**src/rtl/multicycle_controller.sv**
```systemverilog
// Multicycle RISC-V control unit: one Moore FSM sequences fetch, decode,
// address/execute, memory and writeback steps. Each instruction takes
// 3 to 5 states plus any memory wait cycles. Write enables are forced low
// while rst_n is asserted.
module multicycle_controller #(
  parameter int XLEN     = 64,
  parameter int WORD_OPS = 1
) (
  input  logic       clk,
  input  logic       rst_n,
  input  logic [6:0] opcode,
  input  logic       branch_taken,
  input  logic       mem_ready,
  output logic       pc_write,
  output logic       ir_write,
  output logic       mem_read,
  output logic       mem_write,
  output logic       reg_write,
  output logic       adr_src,
  output logic       is_lui,
  output logic       is_word,
  output logic       illegal_inst,
  output logic [1:0] result_src,
  output logic [1:0] alu_src_a,
  output logic [1:0] alu_src_b,
  output logic [1:0] alu_op,
  output logic [2:0] imm_src,
  output logic [3:0] state
);

  // RV64 word opcodes only exist on a 64-bit datapath.
  localparam bit WORD_EN = (XLEN == 64) && (WORD_OPS != 0);

  localparam logic [3:0] S_FETCH    = 4'd0;
  localparam logic [3:0] S_DECODE   = 4'd1;
  localparam logic [3:0] S_MEMADR   = 4'd2;
  localparam logic [3:0] S_MEMREAD  = 4'd3;
  localparam logic [3:0] S_MEMWB    = 4'd4;
  localparam logic [3:0] S_MEMWRITE = 4'd5;
  localparam logic [3:0] S_EXECR    = 4'd6;
  localparam logic [3:0] S_EXECI    = 4'd7;
  localparam logic [3:0] S_ALUWB    = 4'd8;
  localparam logic [3:0] S_BRANCH   = 4'd9;
  localparam logic [3:0] S_JAL      = 4'd10;
  localparam logic [3:0] S_JALR     = 4'd11;
  localparam logic [3:0] S_UTYPE    = 4'd12;
  localparam logic [3:0] S_TRAP     = 4'd13;

  localparam logic [6:0] OP_LOAD   = 7'b0000011;
  localparam logic [6:0] OP_STORE  = 7'b0100011;
  localparam logic [6:0] OP_REG    = 7'b0110011;
  localparam logic [6:0] OP_IMM    = 7'b0010011;
  localparam logic [6:0] OP_BRANCH = 7'b1100011;
  localparam logic [6:0] OP_JAL    = 7'b1101111;
  localparam logic [6:0] OP_JALR   = 7'b1100111;
  localparam logic [6:0] OP_AUIPC  = 7'b0010111;
  localparam logic [6:0] OP_LUI    = 7'b0110111;
  localparam logic [6:0] OP_IMM32  = 7'b0011011;
  localparam logic [6:0] OP_REG32  = 7'b0111011;

  localparam logic [2:0] IMM_I = 3'b000;
  localparam logic [2:0] IMM_S = 3'b001;
  localparam logic [2:0] IMM_B = 3'b010;
  localparam logic [2:0] IMM_J = 3'b011;
  localparam logic [2:0] IMM_U = 3'b100;

  logic [3:0] next_state;
  logic       pc_we;
  logic       ir_we;
  logic       mem_we;
  logic       reg_we;

  // Immediate format implied by the opcode; valid in every state.
  function automatic logic [2:0] imm_of(input logic [6:0] op);
    logic [2:0] r;
    case (op)
      OP_LOAD, OP_IMM, OP_JALR, OP_IMM32: r = IMM_I;
      OP_STORE:                           r = IMM_S;
      OP_BRANCH:                          r = IMM_B;
      OP_JAL:                             r = IMM_J;
      OP_AUIPC, OP_LUI:                   r = IMM_U;
      default:                            r = 3'b000;
    endcase
    return r;
  endfunction

  // State register; reset returns to FETCH without waiting for a clock.
  always_ff @(posedge clk or negedge rst_n) begin
    if (!rst_n) state <= S_FETCH;
    else        state <= next_state;
  end

  // Instruction flags captured when leaving DECODE, held for the whole instruction.
  always_ff @(posedge clk or negedge rst_n) begin
    if (!rst_n) begin
      is_lui  <= 1'b0;
      is_word <= 1'b0;
    end else if (state == S_DECODE) begin
      is_lui  <= (opcode == OP_LUI);
      is_word <= WORD_EN && ((opcode == OP_REG32) || (opcode == OP_IMM32));
    end
  end

  // Next-state sequencing; unused codes and TRAP fall into TRAP.
  always_comb begin
    next_state = S_TRAP;
    case (state)
      S_FETCH:    next_state = mem_ready ? S_DECODE : S_FETCH;
      S_DECODE: begin
        case (opcode)
          OP_LOAD, OP_STORE: next_state = S_MEMADR;
          OP_REG:            next_state = S_EXECR;
          OP_IMM:            next_state = S_EXECI;
          OP_BRANCH:         next_state = S_BRANCH;
          OP_JAL:            next_state = S_JAL;
          OP_JALR:           next_state = S_JALR;
          OP_AUIPC, OP_LUI:  next_state = S_UTYPE;
          OP_REG32:          next_state = WORD_EN ? S_EXECR : S_TRAP;
          OP_IMM32:          next_state = WORD_EN ? S_EXECI : S_TRAP;
          default:           next_state = S_TRAP;
        endcase
      end
      S_MEMADR:   next_state = (opcode == OP_LOAD) ? S_MEMREAD : S_MEMWRITE;
      S_MEMREAD:  next_state = mem_ready ? S_MEMWB : S_MEMREAD;
      S_MEMWB:    next_state = S_FETCH;
      S_MEMWRITE: next_state = mem_ready ? S_FETCH : S_MEMWRITE;
      S_EXECR:    next_state = S_ALUWB;
      S_EXECI:    next_state = S_ALUWB;
      S_ALUWB:    next_state = S_FETCH;
      S_BRANCH:   next_state = S_FETCH;
      S_JALR:     next_state = S_JAL;
      S_JAL:      next_state = S_ALUWB;
      S_UTYPE:    next_state = S_ALUWB;
      default:    next_state = S_TRAP;
    endcase
  end

  // Moore output decode; FETCH and BRANCH also look at mem_ready / branch_taken.
  always_comb begin
    pc_we        = 1'b0;
    ir_we        = 1'b0;
    mem_read     = 1'b0;
    mem_we       = 1'b0;
    reg_we       = 1'b0;
    adr_src      = 1'b0;
    illegal_inst = 1'b0;
    result_src   = 2'b00;
    alu_src_a    = 2'b00;
    alu_src_b    = 2'b00;
    alu_op       = 2'b00;
    imm_src      = imm_of(opcode);
    case (state)
      S_FETCH: begin
        mem_read   = 1'b1;
        alu_src_b  = 2'b10;
        result_src = 2'b10;
        pc_we      = mem_ready;
        ir_we      = mem_ready;
      end
      S_DECODE: begin
        alu_src_a = 2'b01;
        alu_src_b = 2'b01;
        imm_src   = IMM_B;
      end
      S_MEMADR: begin
        alu_src_a = 2'b10;
        alu_src_b = 2'b01;
      end
      S_MEMREAD: begin
        mem_read = 1'b1;
        adr_src  = 1'b1;
      end
      S_MEMWB: begin
        result_src = 2'b01;
        reg_we     = 1'b1;
      end
      S_MEMWRITE: begin
        mem_we  = 1'b1;
        adr_src = 1'b1;
      end
      S_EXECR: begin
        alu_src_a = 2'b10;
        alu_op    = 2'b10;
      end
      S_EXECI: begin
        alu_src_a = 2'b10;
        alu_src_b = 2'b01;
        alu_op    = 2'b10;
      end
      S_ALUWB: reg_we = 1'b1;
      S_BRANCH: begin
        alu_src_a = 2'b10;
        alu_op    = 2'b01;
        pc_we     = branch_taken;
      end
      S_JALR: begin
        alu_src_a = 2'b10;
        alu_src_b = 2'b01;
      end
      S_JAL: begin
        pc_we     = 1'b1;
        alu_src_a = 2'b01;
        alu_src_b = 2'b10;
      end
      S_UTYPE: begin
        alu_src_a = is_lui ? 2'b11 : 2'b01;
        alu_src_b = 2'b01;
      end
      S_TRAP: illegal_inst = 1'b1;
      default: ;
    endcase
  end

  // Architectural write enables are suppressed for as long as reset is held.
  assign pc_write  = pc_we  & rst_n;
  assign ir_write  = ir_we  & rst_n;
  assign mem_write = mem_we & rst_n;
  assign reg_write = reg_we & rst_n;

endmodule

```
**config.mk**
```make
export PLATFORM = sky130hd
export DESIGN_NAME = multicycle_controller
export DESIGN_NICKNAME = d
export VERILOG_FILES = /design/src/rtl/multicycle_controller.sv
export SDC_FILE = /design/constraint.sdc
export NUM_CORES = 1
export LEC_CHECK = 0
export BUFFER_PORTS_ARGS = -buffer_cell sky130_fd_sc_hd__buf_2
export CAP_MARGIN = 20
export CORE_MARGIN = 3
export CORE_UTILIZATION = 42
export DETAILED_ROUTE_END_ITERATION = 8
export GPL_ROUTABILITY_DRIVEN = 1
export PLACE_DENSITY = 0.75
export SLEW_MARGIN = 20
export SYNTH_ARGS = -nofsm -noshare
export SYNTH_HDL_FRONTEND = slang
export SYNTH_SLANG_ARGS = --single-unit
```
**constraint.sdc**
```tcl
create_clock -name clk -period 1.3 [get_ports clk]
set_clock_uncertainty 0.1 [all_clocks]
set_input_delay 0.26 -clock clk [delete_from_list [all_inputs] [get_ports clk]]
set_output_delay 0.26 -clock clk [all_outputs]
set_load 0.02 [all_outputs]
```
==> results of run 1 <==
-- cells by family after synthesis --
group / count (synthesis) / synth area share [%]
buf+inv: 15 / 10.1
compound gates: 27 / 25.3
simple gates: 53 / 39.4
mux: 2 / 2.56
xor+xnor: 3 / 3.37
flops: 6 / 19.2
-- metrics by stage --
stage	util, %	hold WS (ns)	instances
3_5_place_dp	90.4	0.0896	195
3_3_place_gp	90.4	0.0877	195
2_1_floorplan	-	-0.136	106
==> run metrics, run 1 <==
run status stopped before the end; Failed at clock tree synthesis (4_1_cts); Run Error [ERROR DPL-0038] Utilization greater than 100%, impossible to legalize; Gate Count Post-Synth 106; Ys Warns 0; DP Worst Slack -0.319 ns; Initial Util between 40% and 50%; clock sink total 6; GPL Wtd Cong between 0.8 and 0.9; Yosys top cell area share around a fifth; post-synth cell types 39; row cnt 14; hold_buf cts 1; Synth Register Bits 6; most frequent cell after synthesis nor2_1; Root Buffer clkbuf_4; CTS-repair resized insts between 50 and 60; Post-synth EDFFs 0; htree depth 1; postcts setup bufs 8; placed inst area 0.00147 mm^2; top cells by area, synth dfrtp_1 (19%), nor2_1 (7.2%), nand2_1 (5.3%); Die Span Y 49.1 um; Inserted Clock Buffers 3; main flop type after synthesis dfrtp_1; post-DP HPWL 2750 um; Max Buffers Root-to-Sink 2; IO Pins 35; IO buf count 34; Post-synth top cells nor2_1 (15), nand2_1 (11), nor3_1 (7); Post-Syn Nets between 100 and 150; Post-Syn Area roughly 780 um^2; Seq/Total Area, Yosys just under 20%; top cell type by total area after synthesis dfrtp_1; Post-synth ARST share between 90% and 100%; syn avg cell area roughly 7.4 um^2; Die Wd between 40 and 50 um
==> run 2, diff against run 1 <==
--- a/config.mk
+++ b/config.mk
@@ -7,11 +7,11 @@
 export LEC_CHECK = 0
 export BUFFER_PORTS_ARGS = -buffer_cell sky130_fd_sc_hd__buf_2
 export CAP_MARGIN = 20
-export CORE_MARGIN = 3
-export CORE_UTILIZATION = 42
+export CORE_AREA = 3 3 64 66
 export DETAILED_ROUTE_END_ITERATION = 8
+export DIE_AREA = 0 0 67 69
 export GPL_ROUTABILITY_DRIVEN = 1
-export PLACE_DENSITY = 0.75
+export PLACE_DENSITY_LB_ADDON = 0.15
 export SLEW_MARGIN = 20
 export SYNTH_ARGS = -nofsm -noshare
 export SYNTH_HDL_FRONTEND = slang
==> constraint.sdc (replaced) <==
create_clock -name clk -period 1.7 [get_ports clk]
set_clock_uncertainty 0.1 [all_clocks]
set_input_delay 0.34 -clock clk [delete_from_list [all_inputs] [get_ports clk]]
set_output_delay 0.34 -clock clk [all_outputs]
set_load 0.02 [all_outputs]
==> run 2 against run 1 <==
Compared with the run above: the flow now finishes, with violations (setup timing); synthesized cell count stayed put; synthesized area did not move.
==> run metrics, run 2 <==
slowest cell delay on critical path 0.44 ns; area grow syn2layout 111%; clock sink total 6; register with the most flip-flops state; IO buf count 34; share of layout cells above drive strength 1 a little under 70%; clk slew on worst S/H paths 0.04 ns; Root Buffer clkbuf_8; Ys Warns 0; CP bufs+invs 3; Synth Area in Adders 0%; most frequent cells in the layout buf_4 (38), buf_2 (17), buf_6 (17), nor2_1 (9), nand2_1 (7); post-synth cell types 39; WS Path Type flop to output port; worst hold slack roughly 0.4 ns; clock latency on the worst-skew pair roughly 0.22 ns; Reg2Reg Setup Slack about 0.10 ns; Final Slew Violations 0; Post-Route WL 3040 um; top cell type by total area after synthesis dfrtp_1; VDD IR max 0.000518 V; pwr/cell area approximately 1700 mW/mm^2; Fill cells 388; Post-synth EDFFs 0; Seq/Total Area, Yosys just under 20%; Max Buffers Root-to-Sink 2; CP delay by family, top flip-flops; nature of the critical path endpoint output port; commonest non-fill, non-tap cell in the layout buf_4; Regs by FF count state x4, is_lui x1, is_word x1; layout net count approximately 190; Critical-path top delay cell dfrtp_2; diode count 0; post-DP HPWL about 2100 um; multiplexer share of the synthesized area under 10%; die area between 0.004 and 0.005 mm^2; GPL Wtd Cong about 0.77; main flop type after synthesis dfrtp_1; failing checks setup timing; total number of vias approximately 1,100; setup_tns -1.55 ns; HP Class flop to flop; RSZ-0062 raised after global routing yes; Final Hold Viols 0; GRT Residual Overflow 0; Post-Synth XOR/XNOR Area roughly 3.4%; core footprint ~0.0036 mm^2; Post-synth top cells nor2_1 (15), nand2_1 (11), nor3_1 (7); WP data arrival between 1 and 1.5 ns; total global-route track usage 12.8%; top cells by area, synth dfrtp_1 (19%), nor2_1 (7.2%), nand2_1 (5.3%); most frequent cell after synthesis nor2_1; PnR worst setup slack -0.203 ns; Yosys top cell area share roughly a fifth; syn avg cell area ~7.4 um^2; row cnt 22; maxcap violations 0; run status finished with violations; Max Clk Rate 0.525 GHz; wire per inst 13.7 um; drt initial violations 30; initial antenna violation count 0; number of global-route vias before repair approximately 1,000; first-pass GRT wire length between 4000 and 5000 um; vias per std cell about 4.7; max reg flops 4; Post-Syn Area 781 um^2; Final Total Pwr approximately 0.0027 W; WP data required approximately 1.3 ns; Synth Area in Compound Gates roughly a quarter; Die Span Y a little under 70 um; main combinational cell family by area after synthesis simple AND/OR/NAND/NOR gates; Synth Register Bits 6; CP cell instances buf_6, clkinvlp_4, nand2_4, a2bb2oi_1, nor3_2, buf_4; worst slew pin tran 0.280 ns; htree depth 1; Remaining DRCs 0; Post-Route Utilization 45.4%; Static Leak about 0.74 nW; count of final setup violators 13; Slew headroom between 80% and 90%; Gate Count Post-Synth 106; Final period util 112%; Simple-Gate Fraction of Synth Area between 30% and 40%; Initial Util approximately 21%; Inserted Clock Buffers 3; Post-synth ARST share 100%; Die Wd 67 um; Post-Syn Nets around 120; CP startpoint kind flop; antenna viol nets, final 0; iteration count of the initial detailed-routing pass 4; CTS tree yes; IO Pins 35; largest net degree at the start of global routing 11; Worst Path Max Fanout 6; Period minus WS final between 1.5 and 2 ns
==> run 2: cell counts after synthesis <==
No cell type changed its count.
==> run 2: cell families (layout without fill, tap and decap cells) <==
| family | after synthesis | count (layout) |
|---|---|---|
| AND/OR/NAND/NOR | 53 | 53 |
| AO/OA/AOI/OAI | 27 | 27 |
| flip-flops | 6 | 6 |
| XOR/XNOR | 3 | 3 |
| buffers and inverters | 15 | 83 |
| multiplexers | 2 | 2 |
==> run 2: path summary, 6_finish.rpt <==
kind,startpoint,depth (start not counted),end
max,state[0],6,pc_write
min,is_word,1,is_word
max reg2reg,state[0],7,state[1]
min reg2reg,is_word,1,is_word
max in group asynchronous,rst_n,3,state[3]
min in group asynchronous,rst_n,3,state[0]
==> run 2: worst register-to-register path, cell delays in order, from the launching register on <==
cell and delay, ns:
dfrtp_2 0.44, buf_6 0.15, clkinvlp_4 0.08, buf_6 0.12, buf_4 0.12, nand4b_4 0.11
a2bb2oi_1 0.15, o32ai_2 0.21
==> run 2: area by class of cell <==
class	count	area, um^2	share of cell area, %
multi-input cells	85	774	47.0
well taps	48	60.1	3.64
inverters	6	26.3	1.59
flip-flops and latches	6	155	9.41
repair buffers	74	592	35.9
clock buffers	3	41.3	2.50
==> run 2: repair_timing <==
| action | 4_1_cts | 5_1_grt |
|---|---|---|
| hold buffers | 1 | 0 |
| setup buffers | 7 | 7 |
| gates resized for setup | 40 | 35 |
| pin swaps | 4 | 7 |
| setup endpoints to repair | 18 | 18 |
| endpoints found under the hold margin | 6 | 0 |
==> run 2: report_power, final <==
part | switching (W) | internal (W)
registers | 0.0000779 | 0.000189
logic | 0.00113 | 0.00114
clock network | 0.0000590 | 0.000152
total | 0.00127 | 0.00148
==> run 2: metrics by stage <==
step | std cells | cell area, um^2 | worst slack [ns]
2_1_floorplan | 106 | 863 | -0.108
3_3_place_gp | 206 | 1240 | -0.0356
3_5_place_dp | 206 | 1240 | -0.0559
4_1_cts | 216 | 1470 | -0.197
5_1_grt | 222 | 1650 | -0.272
6_report | 222 | 1650 | -0.203
==> run 2: per-layer routing <==
metal / vias up / GRT usage, % / share of wire (%)
met2: 34 / 21.6 / 53
li1: 517 / - / -
met1: 497 / 16.4 / 42
met4: 0 / 2.70 / 0.86
met3: 2 / 2.61 / 4.3
met5: - / 0 / 0
No activity file was read; power rests on OpenSTA's default activity.
==> run 3, diff against run 2 <==
--- a/config.mk
+++ b/config.mk
@@ -5,13 +5,14 @@
 export SDC_FILE = /design/constraint.sdc
 export NUM_CORES = 1
 export LEC_CHECK = 0
-export BUFFER_PORTS_ARGS = -buffer_cell sky130_fd_sc_hd__buf_2
 export CAP_MARGIN = 20
 export CORE_AREA = 3 3 64 66
 export DETAILED_ROUTE_END_ITERATION = 8
 export DIE_AREA = 0 0 67 69
+export DONT_BUFFER_PORTS = 1
 export GPL_ROUTABILITY_DRIVEN = 1
 export PLACE_DENSITY_LB_ADDON = 0.15
+export SETUP_SLACK_MARGIN = 0.1
 export SLEW_MARGIN = 20
 export SYNTH_ARGS = -nofsm -noshare
 export SYNTH_HDL_FRONTEND = slang
==> run 3 against run 2 <==
Compared with the run above: the run still ends with setup timing left; critical path depth is 1 lower; clock-buffer cell count rose by 1; maximum frequency rose by 0.34%; cell area fell by 1.7%; worst setup slack gained 0.0065 ns; clock power up 6%; worst hold slack lost 0.22 ns; cell count decreased by 9.0%; wire length is 4.0% lower; first-iteration DRC count down 33%.
==> run metrics, run 3 (synthesis results as in run 2) <==
Slew headroom slightly below 80%; iteration count of the initial detailed-routing pass 3; share of layout cells above drive strength 1 between 60% and 70%; number of global-route vias before repair between 900 and 1,000; initial antenna violation count 0; Inserted Clock Buffers 3; clock latency on the worst-skew pair 0.22 ns; VDD IR max slightly above 0.0006 V; CP delay by family, top flip-flops; Die Span Y a little under 70 um; largest net degree at the start of global routing 11; Critical-path top delay cell dfrtp_2; post-DP HPWL 2160 um; maxcap violations 0; max reg flops 4; antenna viol nets, final 0; r2r endpoint state[1]; worst slew pin tran ~0.31 ns; Post-Route WL 2910 um; Static Leak 0.651 nW; Fill cells about 360; Hold Path End is_word; total number of vias between 900 and 1,000; Final Slew Violations 0; CP startpoint kind flop; Initial Util 21.5%; row cnt 22; clk slew on worst S/H paths approximately 0.040 ns; htree depth 1; area grow syn2layout 108%; multi-input logic area between 800 and 900 um^2; Final period util 112%; pwr/cell area 1740 mW/mm^2; core footprint 0.00363 mm^2; GRT Residual Overflow 0; Max Buffers Root-to-Sink 2; slowest cell delay on critical path 0.45 ns; WP data arrival approximately 1.5 ns; WP data required around 1.3 ns; commonest non-fill, non-tap cell in the layout buf_4; Final Total Pwr between 0.002 and 0.003 W; layout net count between 150 and 200; clock sink total 6; Root Buffer clkbuf_8; Worst R2R Path Depth 6; run status finished with violations; Hold Path Cell Cnt 1; CTS tree yes; failing checks setup timing; IO buf count 0; HP Class input port to flop; PnR worst setup slack -0.197 ns; nature of the critical path endpoint output port; first-pass GRT wire length 4500 um; Regs by FF count state x4, is_lui x1, is_word x1; CP bufs+invs 2; die area between 0.004 and 0.005 mm^2; wire per inst around 14 um; register with the most flip-flops state; drt initial violations 20; Max Clk Rate 0.527 GHz; Worst Path Max Fanout 6; vias per std cell 4.74; count of final setup violators 17; IO Pins 35; CP cell instances buf_6, inv_8, nor2_4, or3_4, a21oi_4; Die Wd 67 um; diode count 0; Reg2Reg Setup Slack between 0.15 and 0.2 ns; worst hold path startpoint opcode[3]; WS Path Type flop to output port; RSZ-0062 raised after global routing yes; DP Worst Slack 0.00291 ns; Final Hold Viols 0; Seq. cell area about 160 um^2; reg2reg start state[0]; GPL Wtd Cong 0.776; total global-route track usage around an eighth; most frequent cells in the layout buf_4 (32), buf_6 (19), nand2_1 (8), nor2_1 (8), nor2_4 (7); setup_tns -1.75 ns; Period minus WS final 1.90 ns; Remaining DRCs 0
-- run 3: final cells by class --
class	instances	share of cell area [%]
multi-input combinational	85	52.0
sequential	6	9.57
timing repair buffer	53	29.9
clock buffer	4	2.78
inverter	6	2.08
tap	48	3.70
-- run 3: per-stage QoR --
stage,instance area [um^2],hold WS [ns],util (%),instances
floorplan,957,-0.0556,-,106
global placement,1210,-0.0553,33.3,178
detailed placement,1210,-0.0553,33.3,178
CTS,1400,0.178,38.6,191
global route,1620,0.194,44.6,202
finish,1620,0.178,44.6,202
-- run 3: worst max-delay path by stage --
stage                        start           end  slack (ns)  depth (start not counted)
after floorplan           state[0]      pc_write       0.002                          5
after global placement    state[2]       is_word        0.03                          4
after detailed placement  state[0]  alu_src_b[0]       0.003                          5
after CTS                 state[0]  alu_src_b[0]       -0.18                          5
after global routing      state[0]  alu_src_b[0]       -0.24                          5
final                     state[1]  alu_src_b[1]       -0.20                          5
-- run 3: worst reg2reg max path, stage by stage, from the launching register on --
cell,delay [ns]
dfrtp_2,0.46
clkinvlp_4,0.22
buf_6,0.16
buf_4,0.14
nand4b_4,0.09
a2bb2oi_2,0.15
o32ai_2,0.08
-- run 3: power breakdown --
part | internal (W) | leakage [nW] | switching [W]
combinational | 0.00116 | 0.554 | 0.00115
sequential | 0.000189 | 0.0738 | 0.000112
clock | 0.000161 | 0.0228 | 0.0000619
total | 0.00151 | 0.651 | 0.00132
-- run 3: what timing repair did --
action / 4_1_cts / 5_1_grt
hold buffers: 1 / 0
setup buffers: 8 / 12
gates resized for setup: 22 / 29
endpoints found under the setup margin: 20 / 19
pin swaps: 8 / 11
hold endpoints to repair: 6 / 0
-- run 3: routing by layer --
| metal | global-route usage [%] | up-vias | wire length [um] | share of wire [%] |
|---|---|---|---|---|
| met1 | 15.3 | 454 | 1150 | 40 |
| met4 | 2.03 | 0 | 0 | 0 |
| met2 | 20.4 | 24 | 1550 | 53 |
| li1 | - | 480 | - | - |
| met5 | 0 | - | 0 | 0 |
| met3 | 3.09 | 0 | 206 | 7.1 |
==> run 4, diff against run 3 <==
--- a/config.mk
+++ b/config.mk
@@ -12,6 +12,7 @@
 export DONT_BUFFER_PORTS = 1
 export GPL_ROUTABILITY_DRIVEN = 1
 export PLACE_DENSITY_LB_ADDON = 0.15
+export RECOVER_POWER = 100
 export SETUP_SLACK_MARGIN = 0.1
 export SLEW_MARGIN = 20
 export SYNTH_ARGS = -nofsm -noshare
==> constraint.sdc (replaced) <==
create_clock -name clk -period 2.24 [get_ports clk]
set_clock_uncertainty 0.1 [all_clocks]
set_input_delay 0.448 -clock clk [delete_from_list [all_inputs] [get_ports clk]]
set_output_delay 0.448 -clock clk [all_outputs]
set_load 0.02 [all_outputs]
==> run 4 against run 3 <==
Compared with the run above: the run now ends clean; highest routed layer is now met4; register-to-register slack better by 0.40 ns; via count down 14%; non-clock buffer count down 28; largest power group unchanged; worst setup slack better by 0.37 ns; clock-buffer cell count down 1; die area unchanged.
==> run metrics, run 4 (synthesis results as in run 2) <==
Static Leak 0.416 nW; Slew headroom 73.5%; slowest cell delay on critical path between 0.4 and 0.5 ns; Root Buffer clkbuf_8; WP data required between 1.5 and 2 ns; Post-Route WL 2460 um; drt initial violations 33; Critical-path top delay cell dfrtp_1; worst slew pin tran just under 0.4 ns; area grow syn2layout 27.7%; Post-Route Utilization 27.4%; Die Span Y 69 um; iteration count of the initial detailed-routing pass 4; htree depth 1; Remaining DRCs 0; Non-Filler Instances roughly 170; core footprint about 0.0036 mm^2; count of final setup violators 0; row cnt 22; Fill cells ~420; Period minus WS final approximately 2.1 ns; GRT Residual Overflow 0; IO buf count 0; CTS tree yes; largest net degree at the start of global routing 16; Worst Path Max Fanout 10; maxcap violations 0; die area 0.00462 mm^2; CP bufs+invs 2; max reg flops 4; CP cell instances inv_2, nor2_1, or3_1, a21oi_1, buf_4; Final Slew Violations 0; Final period util just over 90%; diode count 0; setup_tns 0 ns; CP delay by family, top flip-flops; total number of vias just over 800; total global-route track usage a little over a tenth; CP startpoint kind flop; wire per inst approximately 14 um; register with the most flip-flops state; WS Path Type flop to output port; Regs by FF count state x4, is_lui x1, is_word x1; WP data arrival roughly 1.5 ns; Placed Cells 166; most frequent cells in the layout buf_4 (17), nor2_1 (14), nand2_1 (10), nor3_1 (7), clkbuf_1 (6); Inserted Clock Buffers 3; Max Buffers Root-to-Sink 2; clock sink total 6; Max Clk Rate 0.483 GHz; nature of the critical path endpoint output port; GPL Wtd Cong just under 0.8; antenna viol nets, final 0; first-pass GRT wire length approximately 3900 um; run status complete, no violations; RSZ-0062 raised after global routing no; Die Wd around 67 um; vias per std cell roughly 4.8; commonest non-fill, non-tap cell in the layout buf_4; clock latency on the worst-skew pair approximately 0.22 ns; layout net count 138; clk slew on worst S/H paths around 0.04 ns; number of global-route vias before repair 757; initial antenna violation count 0; pwr/cell area about 1300 mW/mm^2; VDD IR max ~0.00025 V; Initial Util between 20% and 30%; HP Class input port to flop; Final Hold Viols 0; share of layout cells above drive strength 1 between 20% and 30%; post-DP HPWL just under 2000 um; IO Pins 35
[run 4: final timing paths]
path,cells after the start,from,slack [ns],endpoint
max reg2reg,6,state[3],0.57,is_word
min reg2reg,1,is_word,0.55,is_word
max in group asynchronous,1,rst_n,1.35,state[2]
min,2,opcode[5],0.28,is_lui
max,5,state[1],0.17,alu_src_b[1]
min in group asynchronous,1,rst_n,0.45,state[3]
[run 4: where the power goes]
| group | internal (W) | switching [W] |
|---|---|---|
| registers | 0.000140 | 0.0000819 |
| logic | 0.000351 | 0.000532 |
| clock network | 0.000115 | 0.0000453 |
[run 4: per-layer routing]
| metal | wire, um | vias to the layer above | track usage, % |
|---|---|---|---|
| met2 | 1080 | 34 | 15.6 |
| met5 | 0 | - | 0 |
| met1 | 1120 | 365 | 14.5 |
| met3 | 243 | 2 | 4.07 |
| li1 | - | 423 | - |
| met4 | 20 | 0 | 2.70 |
[run 4: layout make-up]
class,count,area (um^2),share of cell area (%)
clock buffers,3,41.3,4.14
inverters,6,22.5,2.26
multi-input cells,85,557,55.8
flip-flops and latches,6,151,15.2
well taps,48,60.1,6.02
repair buffers,25,165,16.6
[run 4: timing repair]
| action | CTS | global route |
|---|---|---|
| buffers inserted | 0 | 3 |
| gates resized for setup | 2 | 4 |
| endpoints found under the hold margin | 6 | 0 |
| hold buffers | 1 | 0 |
| endpoints found under the setup margin | 2 | 10 |
[run 4: metrics by stage]
step                      worst slack (ns)  hold slack (ns)  total power, W  instance area [um^2]
after floorplan                      0.131           0.0524        0.000809                   781
after global placement               0.339           0.0526         0.00111                   942
after detailed placement             0.336           0.0527         0.00110                   942
after CTS                            0.116            0.281         0.00127                   995
after global routing                0.0593            0.282         0.00137                   997
final                                0.169            0.276         0.00126                   997
